--- config.mk ---
export PLATFORM = sky130hd
export DESIGN_NAME = multicycle_ctrl_fsm_flat
export DESIGN_NICKNAME = d
export VERILOG_FILES = /design/src/rtl/ctrl_pkg.sv /design/src/rtl/multicycle_ctrl_fsm_if.sv /design/src/rtl/ctrl_wait_timer.sv /design/src/rtl/multicycle_ctrl_fsm.sv /design/src/flat_wrapper.sv
export SDC_FILE = /design/constraint.sdc
export NUM_CORES = 1
export LEC_CHECK = 0
export BUFFER_PORTS_ARGS = -buffer_cell sky130_fd_sc_hd__buf_2
export CAP_MARGIN = 10
export CORE_MARGIN = 2
export CORE_UTILIZATION = 53
export DETAILED_ROUTE_END_ITERATION = 10
export PLACE_DENSITY_LB_ADDON = 0.15
export SYNTH_ARGS = -nofsm -noshare
export SYNTH_HDL_FRONTEND = slang
export SYNTH_SLANG_ARGS = --single-unit
--- constraint.sdc ---
create_clock -name CLK -period 5.15 [get_ports CLK]
set_clock_uncertainty 0.2 [all_clocks]
set_input_delay 1.03 -clock CLK [delete_from_list [all_inputs] [get_ports CLK]]
set_output_delay 1.03 -clock CLK [all_outputs]
set_load 0.05 [all_outputs]
--- src/rtl/ctrl_pkg.sv ---
// Shared constants for the multicycle control unit: state codes, opcodes, ALU operations
// and datapath mux selects.
package ctrl_pkg;

  localparam logic [4:0] ST_FETCH   = 5'd0;
  localparam logic [4:0] ST_DECODE  = 5'd1;
  localparam logic [4:0] ST_RTYPE   = 5'd2;
  localparam logic [4:0] ST_RWRITE  = 5'd3;
  localparam logic [4:0] ST_ADDR    = 5'd4;
  localparam logic [4:0] ST_LWREAD  = 5'd5;
  localparam logic [4:0] ST_LWWB    = 5'd6;
  localparam logic [4:0] ST_SWWRITE = 5'd7;
  localparam logic [4:0] ST_IMM     = 5'd8;
  localparam logic [4:0] ST_IMMWB   = 5'd9;
  localparam logic [4:0] ST_JAL1    = 5'd10;
  localparam logic [4:0] ST_JAL2    = 5'd11;
  localparam logic [4:0] ST_JR      = 5'd12;
  localparam logic [4:0] ST_JUMP    = 5'd13;
  localparam logic [4:0] ST_BEQ     = 5'd14;
  localparam logic [4:0] ST_BNE     = 5'd15;
  localparam logic [4:0] ST_IN      = 5'd16;
  localparam logic [4:0] ST_OUT     = 5'd17;
  localparam logic [4:0] ST_TRAP    = 5'd18;

  localparam logic [3:0] OP_RTYPE = 4'd0;
  localparam logic [3:0] OP_ADDI  = 4'd1;
  localparam logic [3:0] OP_LW    = 4'd2;
  localparam logic [3:0] OP_SW    = 4'd3;
  localparam logic [3:0] OP_ORI   = 4'd4;
  localparam logic [3:0] OP_ANDI  = 4'd5;
  localparam logic [3:0] OP_BEQ   = 4'd7;
  localparam logic [3:0] OP_BNE   = 4'd8;
  localparam logic [3:0] OP_JUMP  = 4'd9;
  localparam logic [3:0] OP_JAL   = 4'd10;
  localparam logic [3:0] OP_JR    = 4'd11;
  localparam logic [3:0] OP_IO    = 4'd12;

  localparam logic [2:0] ALU_AND = 3'b000;
  localparam logic [2:0] ALU_OR  = 3'b001;
  localparam logic [2:0] ALU_ADD = 3'b010;
  localparam logic [2:0] ALU_SUB = 3'b011;

  localparam logic [1:0] SRCB_REG   = 2'd0;
  localparam logic [1:0] SRCB_TWO   = 2'd1;
  localparam logic [1:0] SRCB_IMM   = 2'd2;
  localparam logic [1:0] PCSRC_ALU  = 2'd0;
  localparam logic [1:0] PCSRC_JUMP = 2'd1;
  localparam logic [1:0] M2R_MDR    = 2'd0;
  localparam logic [1:0] M2R_ALU    = 2'd1;
  localparam logic [1:0] M2R_IN     = 2'd2;
  localparam logic [1:0] RDST_RD    = 2'd1;
  localparam logic [1:0] RDST_RA    = 2'd3;

  // States that wait on MemReady and are therefore subject to the timeout.
  function automatic logic isMemState(input logic [4:0] s);
    return (s == ST_FETCH) || (s == ST_LWREAD) || (s == ST_SWWRITE);
  endfunction

endpackage

--- src/rtl/multicycle_ctrl_fsm_if.sv ---
// Control-unit bus: IR fields and handshake inputs toward the FSM, datapath controls back out.
interface multicycle_ctrl_fsm_if #(
  parameter int OPW    = 4,
  parameter int FNW    = 3,
  parameter int ALUOPW = 3
);
  logic [OPW-1:0]    Opcode;
  logic [FNW-1:0]    funk;
  logic              MemReady;
  logic              InValid;
  logic              OutReady;
  logic [ALUOPW-1:0] ALUOp;
  logic              SrcA;
  logic [1:0]        SrcB;
  logic [1:0]        PCSrc;
  logic [1:0]        MemtoReg;
  logic [1:0]        RegDest;
  logic              RegWrite, MemRead, MemWrite, MemSrc, IRWrite, PCWrite;
  logic              BranchCond, OutputWrite, InAck, MemErr, IllegalOp;
  logic [4:0]        current_state;
  logic [4:0]        next_state;

  modport master (
    input  Opcode, funk, MemReady, InValid, OutReady,
    output ALUOp, SrcA, SrcB, PCSrc, MemtoReg, RegDest,
    output RegWrite, MemRead, MemWrite, MemSrc, IRWrite, PCWrite,
    output BranchCond, OutputWrite, InAck, MemErr, IllegalOp,
    output current_state, next_state
  );

  modport slave (
    output Opcode, funk, MemReady, InValid, OutReady,
    input  ALUOp, SrcA, SrcB, PCSrc, MemtoReg, RegDest,
    input  RegWrite, MemRead, MemWrite, MemSrc, IRWrite, PCWrite,
    input  BranchCond, OutputWrite, InAck, MemErr, IllegalOp,
    input  current_state, next_state
  );
endinterface

--- src/rtl/ctrl_wait_timer.sv ---
// Memory-wait counter: counts stalled cycles in a memory state and flags the timeout cycle.
module ctrl_wait_timer #(
  parameter int MEM_WAIT_MAX = 15
) (
  input  logic CLK,
  input  logic Reset,
  input  logic stateChange,
  input  logic waiting,
  output logic timeout
);
  localparam int CW = (MEM_WAIT_MAX < 2) ? 1 : $clog2(MEM_WAIT_MAX);

  logic [CW-1:0] countReg;

  generate
    if (MEM_WAIT_MAX > 0) begin : gLimit
      assign timeout = waiting && (countReg == CW'(MEM_WAIT_MAX - 1));
    end else begin : gForever
      assign timeout = 1'b0;
    end
  endgenerate

  // A timeout in FETCH does not change state, so it must clear the count itself.
  always_ff @(posedge CLK) begin
    if (!Reset || stateChange || timeout) begin
      countReg <= '0;
    end else if (waiting && (countReg != '1)) begin
      countReg <= countReg + CW'(1);
    end
  end

endmodule

--- src/rtl/multicycle_ctrl_fsm.sv ---
// Moore control FSM for the 4-bit-opcode multicycle CPU.
// Define CTRL_ILLEGAL_TRAP_EN to trap on illegal opcodes; otherwise they execute as NOPs.
module multicycle_ctrl_fsm
  import ctrl_pkg::*;
#(
  parameter int OPW          = 4,
  parameter int FNW          = 3,
  parameter int ALUOPW       = 3,
  parameter int MEM_WAIT_MAX = 15
) (
  input logic                   CLK,
  input logic                   Reset,
  multicycle_ctrl_fsm_if.master bus
);
`ifdef CTRL_ILLEGAL_TRAP_EN
  localparam logic [4:0] ILLEGAL_NEXT = ST_TRAP;
`else
  localparam logic [4:0] ILLEGAL_NEXT = ST_FETCH;
`endif

  logic [4:0]        stateReg, stateNext;
  logic [OPW+3:0]    opExt;
  logic [3:0]        opLow;
  logic              opUpper, timeout, waiting, strobeEn;
  logic [ALUOPW-1:0] funkOp, aluOp;
  logic              srcA, memSrc, branchCond;
  logic [1:0]        srcB, pcSrc, memtoReg, regDest;
  logic              regWrite, memRead, memWrite, irWrite, pcWrite, outputWrite, inAck;

  assign opExt   = {{4{1'b0}}, bus.Opcode};
  assign opLow   = opExt[3:0];
  assign opUpper = |(opExt >> 4);

  genvar gi;
  generate
    for (gi = 0; gi < ALUOPW; gi++) begin : gFunk
      if (gi < FNW) begin : gBit
        assign funkOp[gi] = bus.funk[gi];
      end else begin : gZero
        assign funkOp[gi] = 1'b0;
      end
    end
  endgenerate

  assign waiting = isMemState(stateReg) && !bus.MemReady;

  ctrl_wait_timer #(.MEM_WAIT_MAX(MEM_WAIT_MAX)) uWaitTimer (
    .CLK         (CLK),
    .Reset       (Reset),
    .stateChange (stateNext != stateReg),
    .waiting     (waiting),
    .timeout     (timeout)
  );

  always_comb begin
    stateNext = stateReg;
    case (stateReg)
      ST_FETCH:   if (bus.MemReady) stateNext = ST_DECODE;
      ST_DECODE: begin
        stateNext = ILLEGAL_NEXT;
        if (!opUpper) begin
          case (opLow)
            OP_RTYPE:                 stateNext = ST_RTYPE;
            OP_LW, OP_SW:             stateNext = ST_ADDR;
            OP_ADDI, OP_ORI, OP_ANDI: stateNext = ST_IMM;
            OP_BEQ:                   stateNext = ST_BEQ;
            OP_BNE:                   stateNext = ST_BNE;
            OP_JUMP:                  stateNext = ST_JUMP;
            OP_JAL:                   stateNext = ST_JAL1;
            OP_JR:                    stateNext = ST_JR;
            OP_IO:                    stateNext = (bus.funk == FNW'(1)) ? ST_IN : ST_OUT;
            default:                  stateNext = ILLEGAL_NEXT;
          endcase
        end
      end
      ST_RTYPE:   stateNext = ST_RWRITE;
      ST_ADDR:    stateNext = (opLow == OP_LW) ? ST_LWREAD : ST_SWWRITE;
      ST_LWREAD: begin
        if (bus.MemReady)  stateNext = ST_LWWB;
        else if (timeout)  stateNext = ST_FETCH;
      end
      ST_SWWRITE: if (bus.MemReady || timeout) stateNext = ST_FETCH;
      ST_IMM:     stateNext = ST_IMMWB;
      ST_JAL1:    stateNext = ST_JAL2;
      ST_IN:      if (bus.InValid) stateNext = ST_FETCH;
      ST_OUT:     if (bus.OutReady) stateNext = ST_FETCH;
      ST_TRAP:    stateNext = ST_TRAP;
      default:    stateNext = ST_FETCH;
    endcase
  end

  always_ff @(posedge CLK) begin
    if (!Reset) stateReg <= ST_FETCH;
    else        stateReg <= stateNext;
  end

  always_comb begin
    aluOp = '0; srcA = 1'b0; srcB = '0; pcSrc = '0; memtoReg = '0; regDest = '0;
    memSrc = 1'b0; branchCond = 1'b0; regWrite = 1'b0; memRead = 1'b0; memWrite = 1'b0;
    irWrite = 1'b0; pcWrite = 1'b0; outputWrite = 1'b0; inAck = 1'b0;
    case (stateReg)
      ST_FETCH: begin
        memRead = 1'b1; srcB = SRCB_TWO; aluOp = ALUOPW'(ALU_ADD);
        irWrite = bus.MemReady; pcWrite = bus.MemReady;
      end
      ST_DECODE:  begin srcA = 1'b1; aluOp = ALUOPW'(ALU_ADD); end
      ST_RTYPE:   begin srcA = 1'b1; aluOp = funkOp; end
      ST_RWRITE, ST_IMMWB: begin regWrite = 1'b1; memtoReg = M2R_ALU; regDest = RDST_RD; end
      ST_ADDR:    begin srcA = 1'b1; srcB = SRCB_IMM; aluOp = ALUOPW'(ALU_ADD); end
      ST_LWREAD:  begin memRead = 1'b1; memSrc = 1'b1; end
      ST_LWWB:    begin regWrite = 1'b1; memtoReg = M2R_MDR; end
      ST_SWWRITE: begin memWrite = 1'b1; memSrc = 1'b1; end
      ST_IMM: begin
        srcA = 1'b1; srcB = SRCB_IMM;
        aluOp = (opLow == OP_ORI)  ? ALUOPW'(ALU_OR)  :
                (opLow == OP_ANDI) ? ALUOPW'(ALU_AND) : ALUOPW'(ALU_ADD);
      end
      ST_JAL1:    begin srcB = SRCB_TWO; aluOp = ALUOPW'(ALU_ADD); end
      ST_JAL2: begin
        regWrite = 1'b1; memtoReg = M2R_ALU; regDest = RDST_RA;
        pcWrite = 1'b1; pcSrc = PCSRC_JUMP;
      end
      ST_JR:      begin srcA = 1'b1; aluOp = ALUOPW'(ALU_ADD); pcWrite = 1'b1; pcSrc = PCSRC_ALU; end
      ST_JUMP:    begin pcWrite = 1'b1; pcSrc = PCSRC_JUMP; end
      ST_BEQ, ST_BNE: begin
        srcA = 1'b1; aluOp = ALUOPW'(ALU_SUB); pcWrite = 1'b1; pcSrc = PCSRC_ALU;
        branchCond = (stateReg == ST_BEQ);
      end
      ST_IN: begin
        memtoReg = M2R_IN; regDest = RDST_RD;
        regWrite = bus.InValid; inAck = bus.InValid;
      end
      ST_OUT:     outputWrite = 1'b1;
      default:    ;
    endcase
  end

  // Strobes are suppressed in reset and on the timeout cycle so no partial transfer escapes.
  assign strobeEn        = Reset && !timeout;
  assign bus.ALUOp       = aluOp;
  assign bus.SrcA        = srcA;
  assign bus.SrcB        = srcB;
  assign bus.PCSrc       = pcSrc;
  assign bus.MemtoReg    = memtoReg;
  assign bus.RegDest     = regDest;
  assign bus.MemSrc      = memSrc;
  assign bus.BranchCond  = branchCond;
  assign bus.RegWrite    = regWrite    && strobeEn;
  assign bus.MemRead     = memRead     && strobeEn;
  assign bus.MemWrite    = memWrite    && strobeEn;
  assign bus.IRWrite     = irWrite     && strobeEn;
  assign bus.PCWrite     = pcWrite     && strobeEn;
  assign bus.OutputWrite = outputWrite && strobeEn;
  assign bus.InAck       = inAck       && strobeEn;
  assign bus.MemErr      = Reset && timeout;
  assign bus.current_state = stateReg;
  assign bus.next_state    = stateNext;

`ifdef CTRL_ILLEGAL_TRAP_EN
  logic illegalReg;
  always_ff @(posedge CLK) begin
    if (!Reset)                     illegalReg <= 1'b0;
    else if (stateNext == ST_TRAP)  illegalReg <= 1'b1;
  end
  assign bus.IllegalOp = illegalReg;
`else
  assign bus.IllegalOp = 1'b0;
`endif

endmodule

--- src/flat_wrapper.sv ---
// flat-port wrapper written by rule: the top's interface ports become plain ports
module multicycle_ctrl_fsm_flat import ctrl_pkg::*;
#(
  parameter int OPW          = 4,
  parameter int FNW          = 3,
  parameter int ALUOPW       = 3,
  parameter int MEM_WAIT_MAX = 15
)
  (CLK, Reset, bus_Opcode, bus_funk, bus_MemReady, bus_InValid, bus_OutReady, bus_ALUOp, bus_SrcA, bus_SrcB, bus_PCSrc, bus_MemtoReg, bus_RegDest, bus_RegWrite, bus_MemRead, bus_MemWrite, bus_MemSrc, bus_IRWrite, bus_PCWrite, bus_BranchCond, bus_OutputWrite, bus_InAck, bus_MemErr, bus_IllegalOp, bus_current_state, bus_next_state);
  multicycle_ctrl_fsm_if #(.OPW(OPW), .FNW(FNW), .ALUOPW(ALUOPW)) bus_i ();
  input logic CLK;
  input logic Reset;
  input wire logic [$bits(bus_i.Opcode)-1:0] bus_Opcode;
  input wire logic [$bits(bus_i.funk)-1:0] bus_funk;
  input wire logic [$bits(bus_i.MemReady)-1:0] bus_MemReady;
  input wire logic [$bits(bus_i.InValid)-1:0] bus_InValid;
  input wire logic [$bits(bus_i.OutReady)-1:0] bus_OutReady;
  output wire logic [$bits(bus_i.ALUOp)-1:0] bus_ALUOp;
  output wire logic [$bits(bus_i.SrcA)-1:0] bus_SrcA;
  output wire logic [$bits(bus_i.SrcB)-1:0] bus_SrcB;
  output wire logic [$bits(bus_i.PCSrc)-1:0] bus_PCSrc;
  output wire logic [$bits(bus_i.MemtoReg)-1:0] bus_MemtoReg;
  output wire logic [$bits(bus_i.RegDest)-1:0] bus_RegDest;
  output wire logic [$bits(bus_i.RegWrite)-1:0] bus_RegWrite;
  output wire logic [$bits(bus_i.MemRead)-1:0] bus_MemRead;
  output wire logic [$bits(bus_i.MemWrite)-1:0] bus_MemWrite;
  output wire logic [$bits(bus_i.MemSrc)-1:0] bus_MemSrc;
  output wire logic [$bits(bus_i.IRWrite)-1:0] bus_IRWrite;
  output wire logic [$bits(bus_i.PCWrite)-1:0] bus_PCWrite;
  output wire logic [$bits(bus_i.BranchCond)-1:0] bus_BranchCond;
  output wire logic [$bits(bus_i.OutputWrite)-1:0] bus_OutputWrite;
  output wire logic [$bits(bus_i.InAck)-1:0] bus_InAck;
  output wire logic [$bits(bus_i.MemErr)-1:0] bus_MemErr;
  output wire logic [$bits(bus_i.IllegalOp)-1:0] bus_IllegalOp;
  output wire logic [$bits(bus_i.current_state)-1:0] bus_current_state;
  output wire logic [$bits(bus_i.next_state)-1:0] bus_next_state;
  assign bus_i.Opcode = bus_Opcode;
  assign bus_i.funk = bus_funk;
  assign bus_i.MemReady = bus_MemReady;
  assign bus_i.InValid = bus_InValid;
  assign bus_i.OutReady = bus_OutReady;
  assign bus_ALUOp = bus_i.ALUOp;
  assign bus_SrcA = bus_i.SrcA;
  assign bus_SrcB = bus_i.SrcB;
  assign bus_PCSrc = bus_i.PCSrc;
  assign bus_MemtoReg = bus_i.MemtoReg;
  assign bus_RegDest = bus_i.RegDest;
  assign bus_RegWrite = bus_i.RegWrite;
  assign bus_MemRead = bus_i.MemRead;
  assign bus_MemWrite = bus_i.MemWrite;
  assign bus_MemSrc = bus_i.MemSrc;
  assign bus_IRWrite = bus_i.IRWrite;
  assign bus_PCWrite = bus_i.PCWrite;
  assign bus_BranchCond = bus_i.BranchCond;
  assign bus_OutputWrite = bus_i.OutputWrite;
  assign bus_InAck = bus_i.InAck;
  assign bus_MemErr = bus_i.MemErr;
  assign bus_IllegalOp = bus_i.IllegalOp;
  assign bus_current_state = bus_i.current_state;
  assign bus_next_state = bus_i.next_state;
  multicycle_ctrl_fsm #(.OPW(OPW), .FNW(FNW), .ALUOPW(ALUOPW), .MEM_WAIT_MAX(MEM_WAIT_MAX)) u_core (.CLK(CLK), .Reset(Reset), .bus(bus_i));
endmodule
==> impl_results.md <==
* Status: finished, final reports clean
* I/O Pins at 45
* Clock slew at reported path FFs at 60 ps
* PnR worst setup slack at ~1400 ps
* Leakage at between 0.0006 and 0.0007 µW
* Sequential area share after synthesis at between 10 and 15%
* FF+latch count, synth at 9
* Worst reg2reg endpoint: u_core.uWaitTimer.countReg[3]$_SDFFE_PP0P_
* Most frequent cells in the layout: 42 x buf_2, 16 x nand2_1, 13 x nor2_1
* Slew Viols, Final at 0
* Critical path startpoint category: input pin
* Post-route ant nets at 0
* GP Congestion at between 0.8 and 0.9
* WL final at around 3300 µm
* DRT Pass-1 Iters at 4
* Clk_lat worst skew at 260 ps
* Minimum clock period at around 3800 ps
* CTS Sinks at 9
* Largest net degree at the start of global routing at 24
* Commonest non-fill, non-tap cell in the layout: buf_2
* Post-CTS Hold Fix Bufs at 0
* # H-tree levels at 1
* Clk Tree Root Cell: clkbuf_4
* Initial antenna violation count at 0
* Vias in the first global route at between 1,000 and 1,500
* Dpl cells at 230
* Die H at 51.7 µm
* Hold Startpoint: u_core.uWaitTimer.countReg[1]$_SDFFE_PP0P_
* DP Wirelength at ~2600 µm
* Total global routing track utilization at about a quarter
* Synthesis-to-finish area growth at 16.1%
* Netlist cell types at 54
* Post-CTS resize count at 0
* VDD IR-drop max at 0.210 mV
* Crit path from: bus_MemReady
* Stages on worst setup path at 6
* Tightest Pin Transition at approximately 740 ps
* FF-to-FF path depth at 5
* Total CTS buffers at 3
* Ys async rst share at 0%
* DR DRC count at 0
* Vias at between 1,000 and 1,500
* Die width at between 50 and 60 µm
* Worst EP required at slightly below 4000 ps
* Type of the worst min-delay path: register to register
* Reg2Reg Launch Point: u_core.bus.current_state[0]$_SDFF_PN0_
* GRT overflow at 0
* Port Buffers at 42
* MaxCap Viol Count at 0
* Final non-filler cell total at 234
* Hold WS at roughly 400 ps
* Max-slew headroom at between 50% and 60%
* Crit Path Max Fanout at 8
* Buffers and inverters on the worst path at 2
* Finished Cell Area at ~1400 µm²
* CTS tree: done
* Main synth FF type: dfxtp_1
* First-pass GRT wire length at about 5400 µm
* Number of synthesized flops with an enable pin at 0
* DR WL/cell at around 14 µm
* Starting DRC count in detailed routing at 55
* Core area at about 2200 µm²
* PwrDens at about 310 nW/µm²
* Post-CTS Setup Bufs at 0
* Slowest stage delay, CP at ~380 ps
* RSZ-0062 raised after global routing: false
* Setup Crit Path Kind: input pin to primary output
* NumNets Final at 221
* CP most frequent cell: buf_2
* Setup crit end: bus_MemRead
* Max Fclk at between 200 and 300 MHz
* Die area at between 2000 and 3000 µm²
* Reg2Reg Setup Slack at roughly 2600 ps
* Rows at 17
* Mean Syn Cell Area at 6.84 µm²
* DP Worst Slack at 1400 ps
* Worst path slowest cell: or3_1
* Dpl cell area at roughly 1400 µm²
* Clk buf depth at 2
* Hold Fails Final Rpt at 0
* Top delay family on crit path: simple AND/OR/NAND/NOR gates
* Vias per inst at ~6.1
* Critical path capture point type: primary output
* Worst-path cell chain: buf_2 > or3_1 > a211oi_2 > nand2b_1 > nor3_1 > buf_2
* CP arrival at roughly 2500 ps
* Syn Inst Count at between 150 and 200
* ANT cells at 0
* Starting Density at about 55%
* Mapped Area at 1200 µm²
* Final TNS setup at 0 ps
* Share of layout cells above drive strength 1 at approximately 28%
* Fin crit share at approximately 73%
* Endpoints failing setup at 0
* Syn. warnings at 0
==> cells in the mapped netlist, types with 2 or more instances <==
cell type,n,area (µm²)
a211oi_1,2,15.0
a211oi_2,2,25.0
a21o_1,2,15.0
a21oi_1,7,35.0
a22oi_1,2,15.0
a31oi_1,3,18.8
and2_1,7,43.8
and4bb_2,2,25.0
buf_1,2,7.51
buf_2,2,10.0
buf_4,2,15.0
clkbuf_1,10,37.5
dfxtp_1,9,180
ha_1,2,25.0
inv_1,9,33.8
nand2_1,16,60.1
nand2b_1,5,31.3
nand3_1,5,25.0
nor2_1,13,48.8
nor2b_1,2,12.5
nor3_1,11,55.1
nor3b_1,2,15.0
nor4b_1,4,35.0
o211ai_1,5,37.5
o21ai_0,9,45.0
o311ai_0,2,17.5
o32a_1,2,20.0
or2_2,3,18.8
or3_1,7,43.8
xnor2_1,2,17.5
xor2_1,2,17.5
==> how the worst min path moves through the flow <==
| stage | end | slack, ps | cells past startpoint |
|---|---|---|---|
| CTS | u_core.uWaitTimer.countReg[1]$_SDFFE_PP0P_ | 400 | 2 |
| detailed placement | u_core.uWaitTimer.countReg[1]$_SDFFE_PP0P_ | 380 | 2 |
| floorplan | u_core.uWaitTimer.countReg[0]$_SDFFE_PP0P_ | 350 | 2 |
| finish | u_core.uWaitTimer.countReg[1]$_SDFFE_PP0P_ | 400 | 2 |
| global placement | u_core.uWaitTimer.countReg[1]$_SDFFE_PP0P_ | 370 | 2 |
| global route | u_core.uWaitTimer.countReg[1]$_SDFFE_PP0P_ | 430 | 2 |
==> cell type report <==
cell class,instances,area (µm²)
multi-input combinational,141,908
sequential,9,180
tap,28,35.0
clock buffer,4,26.3
timing repair buffer,42,210
inverter,10,37.5
fill,211,772
==> per-layer routing <==
layer	GRT usage [%]	part of all wire, %	up-vias
met2	41.0	46	76
li1	-	-	698
met1	36.7	43	650
met4	6.14	1.8	0
met3	5.75	10	7
met5	0	0	-
==> power breakdown <==
part	switching, µW	internal (µW)
clock	22.5	29.7
sequential	25.8	76.0
combinational	206	80.6
==> through the flow <==
step,utilization (%),power [µW]
floorplan,-,333
global placement,63.2,383
detailed placement,63.2,387
CTS,64.4,440
global route,64.4,471
finish,64.4,440
==> cells by family after synthesis <==
kind of cell	after synthesis	share of synthesized area (%)
compound gates	44	27.1
xor+xnor	4	2.91
fa+ha+maj	2	2.08
buf+inv	27	9.87
flops	9	15.0
mux	1	0.935
other cells	1	0.312
simple gates	88	41.8
==> sequential cells by signal, indices dropped and copies added, names as in the netlist <==
signal	flops
u_core.uWaitTimer.countReg	4
u_core.bus.current_state	5
==> worst reg2reg max path: stages, from the launching register on <==
cell and delay [ps]:
dfxtp_1 770, nand2b_1 360, or2_4 350, o311ai_4 290, nand3_2 150, nor4b_1 340
No activity file was read; power rests on OpenSTA's default activity.
